### config.mk
export PLATFORM = sky130hd
export DESIGN_NAME = lbm_step_scheduler
export DESIGN_NICKNAME = d
export VERILOG_FILES = /design/src/rtl/lbm_pkg.sv /design/src/rtl/lbm_phase_watchdog.sv /design/src/rtl/lbm_step_scheduler.sv
export SDC_FILE = /design/constraint.sdc
export NUM_CORES = 1
export LEC_CHECK = 0
export CORE_MARGIN = 3
export CORE_UTILIZATION = 53
export DETAILED_ROUTE_END_ITERATION = 8
export PLACE_DENSITY_LB_ADDON = 0.1
export SKIP_CTS_REPAIR_TIMING = 1
export SLEW_MARGIN = 30
export SYNTH_ARGS = -nofsm -noshare
export SYNTH_HDL_FRONTEND = slang
export SYNTH_SLANG_ARGS = --single-unit
### constraint.sdc
create_clock -name m00_axis_aclk -period 3.5 [get_ports m00_axis_aclk]
set_input_delay 0.875 -clock m00_axis_aclk [delete_from_list [all_inputs] [get_ports m00_axis_aclk]]
set_output_delay 0.875 -clock m00_axis_aclk [all_outputs]
set_load 0.05 [all_outputs]
### src/rtl/lbm_pkg.sv
// Shared constants and state encoding for the lattice-Boltzmann run sequencer.
// Optional watchdog build switch used by the top: LBM_SCHED_TIMEOUT_EN.
package lbm_pkg;

    localparam int LBM_DEPTH          = 2500;
    localparam int LBM_ADDRESS_WIDTH  = 12;
    localparam int LBM_STEP_WIDTH     = 16;
    localparam int LBM_SNAP_INTERVAL  = 0;
    localparam int LBM_TIMEOUT_CYCLES = 65535;

    typedef enum logic [2:0] {
        ST_IDLE        = 3'd0,
        ST_LOAD_REQ    = 3'd1,
        ST_LOAD        = 3'd2,
        ST_COMPUTE_REQ = 3'd3,
        ST_COMPUTE     = 3'd4,
        ST_WB_REQ      = 3'd5,
        ST_WB          = 3'd6,
        ST_FINISH      = 3'd7
    } lbm_state_e;

    // States that wait on an external datapath and can therefore stall.
    function automatic logic is_wait_state(input lbm_state_e s);
        logic w;
        case (s)
            ST_LOAD, ST_COMPUTE, ST_WB: w = 1'b1;
            default:                    w = 1'b0;
        endcase
        return w;
    endfunction

endpackage

### src/rtl/lbm_phase_watchdog.sv
// Per-phase cycle counter: restarts on every state change and flags expiry
// after TIMEOUT_CYCLES cycles in an armed (waiting) state.
module lbm_phase_watchdog #(
    parameter int TIMEOUT_CYCLES = 65535
) (
    input  logic clk_i,
    input  logic rst_i,
    input  logic restart_i,
    input  logic arm_i,
    output logic expire_o
);

    localparam int              CW    = $clog2(TIMEOUT_CYCLES + 1);
    localparam logic [CW-1:0]   LIMIT = CW'(TIMEOUT_CYCLES - 1);
    localparam logic [CW-1:0]   ONE   = CW'(1);

    logic [CW-1:0] cnt_q;
    logic [CW-1:0] cnt_d;

    // Next count: zero on phase entry, otherwise count up and hold at the limit.
    always_comb begin
        cnt_d = cnt_q;
        if (restart_i) begin
            cnt_d = '0;
        end else if (cnt_q != LIMIT) begin
            cnt_d = cnt_q + ONE;
        end else begin
            cnt_d = cnt_q;
        end
    end

    // Counter register.
    always_ff @(posedge clk_i) begin
        if (rst_i) begin
            cnt_q <= '0;
        end else begin
            cnt_q <= cnt_d;
        end
    end

    // Count value LIMIT is the TIMEOUT_CYCLES-th cycle spent in the phase.
    assign expire_o = arm_i && (cnt_q == LIMIT);

endmodule

### src/rtl/lbm_step_scheduler.sv
// Run sequencer: lattice load, collide/stream timesteps, snapshot and final writeback.
// Define LBM_SCHED_TIMEOUT_EN to add the per-phase watchdog (lbm_phase_watchdog).
module lbm_step_scheduler
    import lbm_pkg::*;
#(
    parameter int DEPTH          = LBM_DEPTH,
    parameter int ADDRESS_WIDTH  = LBM_ADDRESS_WIDTH,
    parameter int STEP_WIDTH     = LBM_STEP_WIDTH,
    parameter int SNAP_INTERVAL  = LBM_SNAP_INTERVAL,
    parameter int TIMEOUT_CYCLES = LBM_TIMEOUT_CYCLES
) (
    input  logic                     m00_axis_aclk,
    input  logic                     m00_axis_areset,
    input  logic                     start,
    input  logic                     abort,
    input  logic [STEP_WIDTH-1:0]    num_steps,
    output logic                     load_req,
    input  logic                     pix_wen,
    input  logic [ADDRESS_WIDTH-1:0] pix_addr,
    output logic                     compute_start,
    input  logic                     compute_done,
    output logic                     wb_req,
    input  logic                     wb_done,
    output logic                     busy,
    output logic                     done,
    output logic                     err,
    output logic [STEP_WIDTH-1:0]    step_count
);

    localparam logic [ADDRESS_WIDTH-1:0] DEPTH_LAST = ADDRESS_WIDTH'(DEPTH - 1);
    localparam logic [ADDRESS_WIDTH-1:0] PIX_ONE    = ADDRESS_WIDTH'(1);
    localparam logic [STEP_WIDTH-1:0]    STEP_ONE   = STEP_WIDTH'(1);
    localparam logic [STEP_WIDTH-1:0]    STEP_MAX   = '1;
    localparam logic                     SNAP_EN    = (SNAP_INTERVAL > 0);
    localparam logic [STEP_WIDTH-1:0]    SNAP_LAST  =
        STEP_WIDTH'((SNAP_INTERVAL > 0) ? (SNAP_INTERVAL - 1) : 0);

    lbm_state_e               state_q, state_d;
    logic [STEP_WIDTH-1:0]    num_q, num_d;
    logic [ADDRESS_WIDTH-1:0] pix_cnt_q, pix_cnt_d;
    logic [STEP_WIDTH-1:0]    step_q, step_d;
    logic [STEP_WIDTH-1:0]    snap_q, snap_d;
    logic                     err_q, err_d;
    logic                     load_req_q, compute_start_q, wb_req_q, busy_q, done_q;
    logic [STEP_WIDTH-1:0]    step_inc_s, snap_next_s;
    logic                     snap_hit_s;
    logic                     timeout_s;

    assign step_inc_s  = (step_q == STEP_MAX) ? step_q : step_q + STEP_ONE;
    // snap_q tracks completed steps modulo SNAP_INTERVAL, avoiding a divider.
    assign snap_next_s = (snap_q == SNAP_LAST) ? '0 : snap_q + STEP_ONE;
    assign snap_hit_s  = SNAP_EN && (snap_q == SNAP_LAST);

`ifdef LBM_SCHED_TIMEOUT_EN
    lbm_phase_watchdog #(
        .TIMEOUT_CYCLES (TIMEOUT_CYCLES)
    ) u_watchdog (
        .clk_i     (m00_axis_aclk),
        .rst_i     (m00_axis_areset),
        .restart_i (state_d != state_q),
        .arm_i     (is_wait_state(state_q)),
        .expire_o  (timeout_s)
    );
`else
    assign timeout_s = (TIMEOUT_CYCLES < 0) ? 1'b1 : 1'b0;
`endif

    // Next-state and datapath-register update.
    always_comb begin
        state_d   = state_q;
        num_d     = num_q;
        pix_cnt_d = pix_cnt_q;
        step_d    = step_q;
        snap_d    = snap_q;
        err_d     = err_q;
        if (abort) begin
            state_d = ST_IDLE;
        end else if (timeout_s) begin
            state_d = ST_IDLE;
            err_d   = 1'b1;
        end else begin
            case (state_q)
                ST_IDLE: begin
                    if (start) begin
                        num_d  = num_steps;
                        err_d  = 1'b0;
                        step_d = '0;
                        snap_d = '0;
                        if (num_steps == '0) begin
                            state_d = ST_FINISH;
                        end else begin
                            state_d = ST_LOAD_REQ;
                        end
                    end else begin
                        state_d = ST_IDLE;
                    end
                end
                ST_LOAD_REQ: begin
                    pix_cnt_d = '0;
                    state_d   = ST_LOAD;
                end
                ST_LOAD: begin
                    if (pix_wen) begin
                        pix_cnt_d = pix_cnt_q + PIX_ONE;
                        if (pix_addr != pix_cnt_q) begin
                            err_d = 1'b1;
                        end else begin
                            err_d = err_q;
                        end
                        if (pix_cnt_q == DEPTH_LAST) begin
                            state_d = ST_COMPUTE_REQ;
                        end else begin
                            state_d = ST_LOAD;
                        end
                    end else begin
                        state_d = ST_LOAD;
                    end
                end
                ST_COMPUTE_REQ: state_d = ST_COMPUTE;
                ST_COMPUTE: begin
                    if (compute_done) begin
                        step_d = step_inc_s;
                        snap_d = snap_next_s;
                        if (step_inc_s == num_q) begin
                            state_d = ST_WB_REQ;
                        end else if (snap_hit_s) begin
                            state_d = ST_WB_REQ;
                        end else begin
                            state_d = ST_COMPUTE_REQ;
                        end
                    end else begin
                        state_d = ST_COMPUTE;
                    end
                end
                ST_WB_REQ: state_d = ST_WB;
                ST_WB: begin
                    if (wb_done) begin
                        state_d = (step_q == num_q) ? ST_FINISH : ST_COMPUTE_REQ;
                    end else begin
                        state_d = ST_WB;
                    end
                end
                ST_FINISH: state_d = ST_IDLE;
                default:   state_d = ST_IDLE;
            endcase
        end
    end

    // State, counters and registered outputs; request pulses coincide with their
    // one-cycle states, while done follows FINISH so it lines up with busy falling.
    always_ff @(posedge m00_axis_aclk) begin
        if (m00_axis_areset) begin
            state_q         <= ST_IDLE;
            num_q           <= '0;
            pix_cnt_q       <= '0;
            step_q          <= '0;
            snap_q          <= '0;
            err_q           <= 1'b0;
            load_req_q      <= 1'b0;
            compute_start_q <= 1'b0;
            wb_req_q        <= 1'b0;
            busy_q          <= 1'b0;
            done_q          <= 1'b0;
        end else begin
            state_q         <= state_d;
            num_q           <= num_d;
            pix_cnt_q       <= pix_cnt_d;
            step_q          <= step_d;
            snap_q          <= snap_d;
            err_q           <= err_d;
            load_req_q      <= (state_d == ST_LOAD_REQ);
            compute_start_q <= (state_d == ST_COMPUTE_REQ);
            wb_req_q        <= (state_d == ST_WB_REQ);
            busy_q          <= (state_d != ST_IDLE);
            done_q          <= (state_q == ST_FINISH) && !abort;
        end
    end

    assign load_req      = load_req_q;
    assign compute_start = compute_start_q;
    assign wb_req        = wb_req_q;
    assign busy          = busy_q;
    assign done          = done_q;
    assign err           = err_q;
    assign step_count    = step_q;

endmodule
== Word-level counts from Yosys, hierarchy flattened ==
Cells that the tools add are included.

* Bits in registers: 53
* Output and inout bits: 22
* Input port bits: 35

* Reductions and logical operators: 12
* Eq/ne operators: 19
* Muxes and demuxes: 20
* Bitwise gates (word level): 1
* $add $sub $neg: 2

{| class="wikitable"
|+ Operator list
! kind !! count
|-
| $mux W16 || 3
|-
| $eq A16 B16 Y1 || 2
|-
| $pmux W16 S2 || 1
|-
| $mux W3 || 8
|-
| $pmux W12 S2 || 1
|-
| $pmux W3 S8 || 1
|-
| $add A16 B1 Y16 const B || 1
|-
| $eq A16 B16 Y1 const B || 1
|-
| $logic_not A16 Y1 || 1
|-
| $eq A3 B3 Y1 const B || 5
|-
| $add A12 B1 Y12 const B || 1
|-
| $eq A12 B12 Y1 const B || 1
|-
| $mux W12 || 1
|-
| $ne A12 B12 Y1 || 1
|-
| $eq A3 B2 Y1 const B || 3
|-
| $ne A2 B2 Y1 const B || 4
|-
| $eq A3 B1 Y1 const B || 2
|-
| $reduce_and A3 Y1 || 2
|-
| $reduce_bool A2 Y1 || 3
|-
| $reduce_and A5 Y1 || 1
|-
| $mux W1 || 4
|-
| $reduce_and A4 Y1 || 1
|-
| $logic_not A3 Y1 || 1
|-
| $reduce_bool A3 Y1 || 1
|-
| other kinds (4) || 4
|}

== Logic depth before layout (Yosys ltp) ==
* Depth after elaboration: 8
* Mapped depth: 12
* Gate-level depth less buffers: 10

== Worst setup path before layout ==
OpenSTA, ideal clock, no wires.

* Path type: register to register
* From: register step_q[0], in the netlist step_count[0]
* To: register busy_q, in the netlist busy
* Clock period less this slack: 3.170 ns
* Cell stages (with the launch flop): 12
* Path buffers: 1
* Slack: 0.330 ns
* Library setup time: 0.135 ns
* Data required time: 3.365 ns
* Arrival: 3.035 ns
* Cells stage by stage: dfxtp_1 -> ha_1 -> nand3_2 -> or4_1 -> buf_2 -> and4_4 -> a311o_1 -> nor4_2 -> a31oi_1 -> o21bai_2 -> nor2b_1 -> o21ai_1

* Longest elaborated chain between the ends: 8
* Elaborated cells between the ends (all ways): 12
* Classes of those cells: 1 x add/sub; 3 x eq/ne; 7 x mux; 1 x reduce/logical

{| class="wikitable"
|+ Ends and longest elaborated chain
! item !! RTL line !! RTL
|-
| from (decl) || lbm_step_scheduler.sv:41 || <nowiki>logic [STEP_WIDTH-1:0] step_q, step_d;</nowiki>
|-
| from (signal assigned) || lbm_step_scheduler.sv:168 || <nowiki>step_q <= step_d;</nowiki>
|-
| $add A16 B1 Y16 or $eq A16 B16 Y1 (tied branches) || lbm_step_scheduler.sv:49 || <nowiki>assign step_inc_s = (step_q == STEP_MAX) ? step_q : step_q + STEP_ONE;</nowiki>
|-
| $mux W16 || lbm_step_scheduler.sv:49 ||
|-
| $eq A16 B16 Y1 || lbm_step_scheduler.sv:124 || <nowiki>if (step_inc_s == num_q) begin</nowiki>
|-
| $mux W3 || lbm_step_scheduler.sv:124 ||
|-
| $mux W3 || lbm_step_scheduler.sv:121 || <nowiki>if (compute_done) begin</nowiki>
|-
| $pmux W3 S8 (*) || lbm_step_scheduler.sv:82 || <nowiki>case (state_q)</nowiki>
|-
| $mux W3 (*) || lbm_step_scheduler.sv:76 || <nowiki>if (abort) begin</nowiki>
|-
| $reduce_bool A3 Y1 (*) || lbm_step_scheduler.sv:174 || <nowiki>busy_q <= (state_d != ST_IDLE);</nowiki>
|-
| to (signal assigned) || lbm_step_scheduler.sv:174 ||
|-
| to (decl) || lbm_step_scheduler.sv:44 || <nowiki>logic load_req_q, compute_start_q, wb_req_q, busy_q, done_q;</nowiki>
|}

Mark *: on every way between the ends. The rest lies on a longest branch, timed or not.
A chain may end at the register's enable or synchronous reset.

== Final worst setup path ==
* From: register step_q[4], in the netlist step_count[4]
* To: register busy_q, in the netlist busy

Same word-level chain as after synthesis.

==> impl_metrics.ini <==
[placed_design]
dp_slack_ps = 341.6
place_congestion = 1.062
port-buffer-count = 56
place_hpwl_um = 7193

[floorplan]
core_area_sq_um = 5743
die_area_sq_um = 7147
die_x_um = 84.54
initial_core_util = 0.5693
die_y_um = 84.54
io_pins = 57
fp-row-count = 27

[drt]
first_iter_violations = 471
wl_per_cell_um = 16.88
vias_per_cell = 6.225
drc = 0
firstDrtPassIters = 5
ant_nets = 0
routed_wl_um = 9317
num_vias = 3436

[sta]
finalClockSkew_ps = 8.437
timing.setup.tns_ps = 0
slew_viol_final = 0
setup_viol = 0
rsz0062_at_grt = false
finalCritPeriodShare = 0.8647
finalHoldViolCount = 0
hold-worst-slack_ps = 478.5
min_period_ps = 3027
max_slew.worst_pin.slew_ps = 576.8
setup_slack_ps = 473.5
relSlewSlack = 0.6144
clock.fmax_mhz = 330.4

[hold_path]
holdCritPathClass = register to register

[finish]
layout.nets = 516
fillers = 510
area_delta_synth_final_pct = 23.34
drive_above_1_share = 0.07708
final_util = 0.7022
diodes = 0

[synthesis]
syn_nets = 468
netlist.area_leader.share = 0.3245
synthArstFlopShare = 0
ys_ff_latch = 53
ys.flop_type = dfxtp_1
netlist_area_sq_um = 3269
synth_area_leaders = dfxtp_1 32%, nand2_1 7.6%, xor2_1 7.5%, a21oi_1 5.1%, nor2_1 4.4%
synth_edf_count = 0
yosysSeqAreaShare = 0.3245
synth_top_cell_by_area = dfxtp_1
syn_inst = 431
yosysWarnings = 0
yosysUniqueCellTypes = 56
synth.avg_cell_area_sq_um = 7.586

[critical_path]
crit_type = register to register
slowest_delay_ps = 610
cp_slowest_cell = dfxtp_1
critPathCaptureType = register
crit_chain = nand4_4 -> or4_1 -> and4_4 -> a311o_1 -> nor4_2 -> nand4_1 -> a21oi_2 -> nor2b_1 -> o21ai_1
cp.required_ps = 3730
worstSetupStartpointType = register
arrival_ps = 3260
cp_max_fo = 12

[global_routing]
grt_pass1_vias = 3147
grt_pass1_wl_um = 15500
grt_usage = 0.2621
grt_max_degree = 40
grt_antenna_before_repair = 0
grt-ovfl-total = 0

[clock_tree]
clockBufferDepth = 2
clk_root_buffer_cell = clkbuf_8
cts_tree = built
clock_sinks = 53
cts_made_buffers = 5
htreeDepth = 2
clk_latency_ps = 310
clk_pin_slew_worst_paths_ps = 100

[pwr]
p_leak_nw = 1.482
ir_drop_v = 0.0002844
power_density_nw_per_um2 = 310.7

[job]
maxCapViolations = 0

[status]
status = finished, final reports clean
-- flip-flops by register name (all words and copies together), names as in the netlist --
signal	flops
done	1
state_q	3
pix_cnt_q	12
compute_start	1
num_q	16
step_count	16
wb_req	1
busy	1
err	1
load_req	1
-- power by group --
| group | leakage (nW) | switching, W | internal, W |
|---|---|---|---|
| logic | 0.995 | 0.000102 | 0.0000864 |
| registers | 0.429 | 0.0000153 | 0.000617 |
| clock network | 0.0574 | 0.000199 | 0.000233 |
-- cell type report --
cell class              instances  area, sq um  area share
multi-input cells             338         2039      0.5057
flip-flops and latches         53         1061      0.2631
repair buffers                 74        695.7      0.1725
well taps                      72        90.09     0.02234
clock buffers                   6        82.58     0.02048
clock inverters                 2        37.54    0.009308
inverters                       7        26.28    0.006516
-- worst max-delay path: cells and delay by family (launching register included) --
| kind | cells | cell delay (ps) |
|---|---|---|
| flip-flops | 1 | 610 |
| AO/OA/AOI/OAI | 3 | 710 |
| AND/OR/NAND/NOR | 6 | 1630 |
-- final timing paths --
path,startpoint,to,slack (ps),cells past startpoint
worst max-delay path,step_count[4],busy,470,9
worst min-delay path,num_q[3],num_q[3],480,2
worst max register to register,step_count[4],busy,470,9
worst min register to register,num_q[3],num_q[3],480,2
-- cells in the final DEF (no fill, tap or decap), drive strengths merged, types with 4 or more instances in the layout --
master	synthesis	routed
nand2b	5	5
a31oi	8	8
a21oi	34	34
inv	7	7
nor4	17	17
nor2	38	38
clkdlybuf4s50	0	56
o21ai	7	7
nand4	18	18
xnor2	16	16
nand3	17	17
and4	8	8
dfxtp	53	53
nor3	20	20
xor2	28	28
and3	6	6
buf	12	18
nor2b	4	4
clkbuf	21	6
and2	4	4
nand2	66	66
-- synthesized netlist by cell type, drive strengths merged (12+ instances only) --
cell	n
dfxtp	53
xnor2	16
clkbuf	21
nand2	66
nand3	17
buf	12
a21oi	34
nor3	20
xor2	28
nor2	38
nand4	18
nor4	17
-- per-layer routing --
| metal | wire [um] | vias to the layer above | GRT usage | share of wire |
|---|---|---|---|---|
| met5 | 0 | - | 0 | 0 |
| met4 | 234 | 0 | 0.08633 | 0.025 |
| met3 | 882 | 25 | 0.04711 | 0.095 |
| met2 | 4108 | 198 | 0.3900 | 0.44 |
| met1 | 4091 | 1577 | 0.3822 | 0.44 |
| li1 | - | 1636 | - | - |
-- cells by family (layout without fill, tap and decap cells) --
kind of cell,count (synthesis),in the layout,synth area share
AOI/OAI and AO/OA,78,78,0.1546
xor gates and xnor gates,44,44,0.1179
muxes,4,4,0.01301
DFF,53,53,0.3245
buffers and inverters,40,89,0.05358
and+or+nand+nor,210,210,0.3287
adders and majority gates,2,2,0.007653
-- per-stage QoR --
| stage | area [sq um] | instances | total power [W] |
|---|---|---|---|
| 4_1_cts | 4033 | 552 | 0.001257 |
| 3_3_place_gp | 3913 | 544 | 0.0008306 |
| 2_1_floorplan | 3269 | 431 | 0.0007516 |
| 5_1_grt | 4033 | 552 | 0.001303 |
| 6_report | 4033 | 552 | 0.001253 |
| 3_5_place_dp | 3913 | 544 | 0.0008320 |
Note: power is estimated with default switching activity, not from simulation.
==> variant (same flow settings) <==
The 8 states of `lbm_state_e` get a one-hot encoding in 8 bits.
--- a/src/rtl/lbm_pkg.sv
+++ b/src/rtl/lbm_pkg.sv
@@ -10,11 +10,11 @@
 
-    typedef enum logic [2:0] {
-        ST_IDLE        = 3'd0,
-        ST_LOAD_REQ    = 3'd1,
-        ST_LOAD        = 3'd2,
-        ST_COMPUTE_REQ = 3'd3,
-        ST_COMPUTE     = 3'd4,
-        ST_WB_REQ      = 3'd5,
-        ST_WB          = 3'd6,
-        ST_FINISH      = 3'd7
+    typedef enum logic [7:0] {
+        ST_IDLE        = 8'b00000001,
+        ST_LOAD_REQ    = 8'b00000010,
+        ST_LOAD        = 8'b00000100,
+        ST_COMPUTE_REQ = 8'b00001000,
+        ST_COMPUTE     = 8'b00010000,
+        ST_WB_REQ      = 8'b00100000,
+        ST_WB          = 8'b01000000,
+        ST_FINISH      = 8'b10000000
     } lbm_state_e;
Behaviour: no difference found for any inputs over 10 cycles, from zero or initial values and one cycle with m00_axis_areset high; not proved beyond that.
==> variant against the unedited design <==
Power up 15%; area after synthesis up 12%; routed wire length down 0.72%; design area up 7.7%; worst hold slack worse by 0.0072 ns; sequential cell count up 5; setup slack better by 0.12 ns; die area up 11%; clock skew up 0.0040 ns; via count up 0.87%; highest routed layer unchanged.
==> variant: results (changes against the unedited design) <==
syn_area_per_cell=8.07 um^2 (+6.3%); Placed Instances=561 (+3.1%); CTS HTree Levels=3 (+1); CTS clk-pin slew, worst paths=0.07 ns (-0.03 ns); layout cells sized above 1=0.0521 (-0.0250); dpl ws=0.423 ns (+0.0817 ns); I/O Buffers=56 (unchanged); Final #Nets=532 (+3.1%); Post-Layout Cell Count=576 (+4.3%); status=finished clean; Diodes inserted=0 (unchanged); clock buffer depth=2 (unchanged); synth cell count leaders=nand2_1, dfxtp_1, nor2_1; clock skew=0.0124 ns (+0.00400 ns); most area-consuming cells after synthesis=dfxtp_1, xor2_1, nand2_1; antenna violations before repair=0 (unchanged); WP data arrival=3.17 ns (-0.09 ns); number of synthesis warnings=0 (unchanged); total CTS buffers=9 (+4); via count=3466 (+0.87%); fill count=573 (+12%); Leak Pwr=1.57 nW (+5.7%); CTS Root Cell=clkbuf_8; largest net degree at the start of global routing=19 (-53%); worst slew pin tran=0.712 ns (+0.136 ns); largest fanout on the critical path=12 (unchanged); count of cell types in the netlist=60 (+7.1%); commonest non-fill, non-tap cell in the layout=nand2_1; Total GRT Usage=0.246 (-0.0166); Skew-Pair Late Insertion Delay=0.34 ns (+0.03 ns); first-pass GRT wire length=15.1 mm (-2.8%); placed wire-length estimate=7.09 mm (-1.5%); drt total wl=9.25 mm (-0.72%); Hold Path Class=flip-flop to flip-flop; Post-DP Area=0.00416 mm^2 (+6.3%); most frequent cell after synthesis=nand2_1; register area share after synthesis=0.318 (-0.00672); ys async rst share=0 (unchanged); final core occ=0.665 (-0.0370); syn_nets=490 (+4.7%); number of global-route vias before repair=3122 (-0.79%); drt initial violations=207 (-56%); Pwr Density=332 mW/mm^2 (+6.8%); DR pass1 iterations=5 (unchanged); Final GP Congestion=0.944 (-11%); Max VDD drop=0.203 mV (-29%)
-- variant: cell count changes in the layout (fill, tap and decap cells not counted), sizes merged, moves of 4 or more --
cell	before	now
a31oi	8	12
nor2	38	47
and2	4	0
a21oi	34	27
dfxtp	53	58
nand2	66	62
nor3	20	10
buf	18	5
xor2	28	33
clkbuf	6	12
a211oi	1	5
-- variant: cells by family after synthesis --
group                    share of synthesized area
buffers and inverters                       0.0620
XOR/XNOR                                     0.135
AO/OA/AOI/OAI                                0.147
flip-flops                                   0.318
adder cells (fa/ha/maj)                    0.00685
AND/OR/NAND/NOR                              0.317
multiplexers                                0.0140
-- variant: report_power, final --
part / switching, mW / internal, mW
Clock: 0.256 / 0.342
Sequential: 0.0133 / 0.671
Combinational: 0.0797 / 0.0786
Total: 0.349 / 1.09
-- variant: final timing paths --
path / from / depth (start not counted) / slack (ns) / end
setup / recovery: step_count[1] / 6 / 0.60 / wb_req
hold / removal: err / 2 / 0.47 / err
setup reg to reg: step_count[1] / 6 / 0.60 / wb_req
hold reg to reg: err / 2 / 0.47 / err
-- variant: area by class of cell --
cell class | count | area share
Multi-Input combinational cell | 355 | 0.522
Sequential cell | 58 | 0.267
Timing Repair Buffer | 61 | 0.138
Clock buffer | 12 | 0.0334
Tap cell | 77 | 0.0222
Clock inverter | 3 | 0.00922
Inverter | 10 | 0.00864
-- variant: per-layer routing --
metal | wire length (um) | track usage
met4 | 90 | 0.0771
met1 | 4320 | 0.338
met3 | 564 | 0.0424
met5 | 0 | 0
met2 | 4270 | 0.392
-- variant: critical path: stages, from the launching register on --
cell and delay (ns):
dfxtp_1 0.53, ha_1 0.29, and3_1 0.37, nand4_2 0.38, a211o_1 0.42, a2111oi_1 0.56
and4_1 0.28
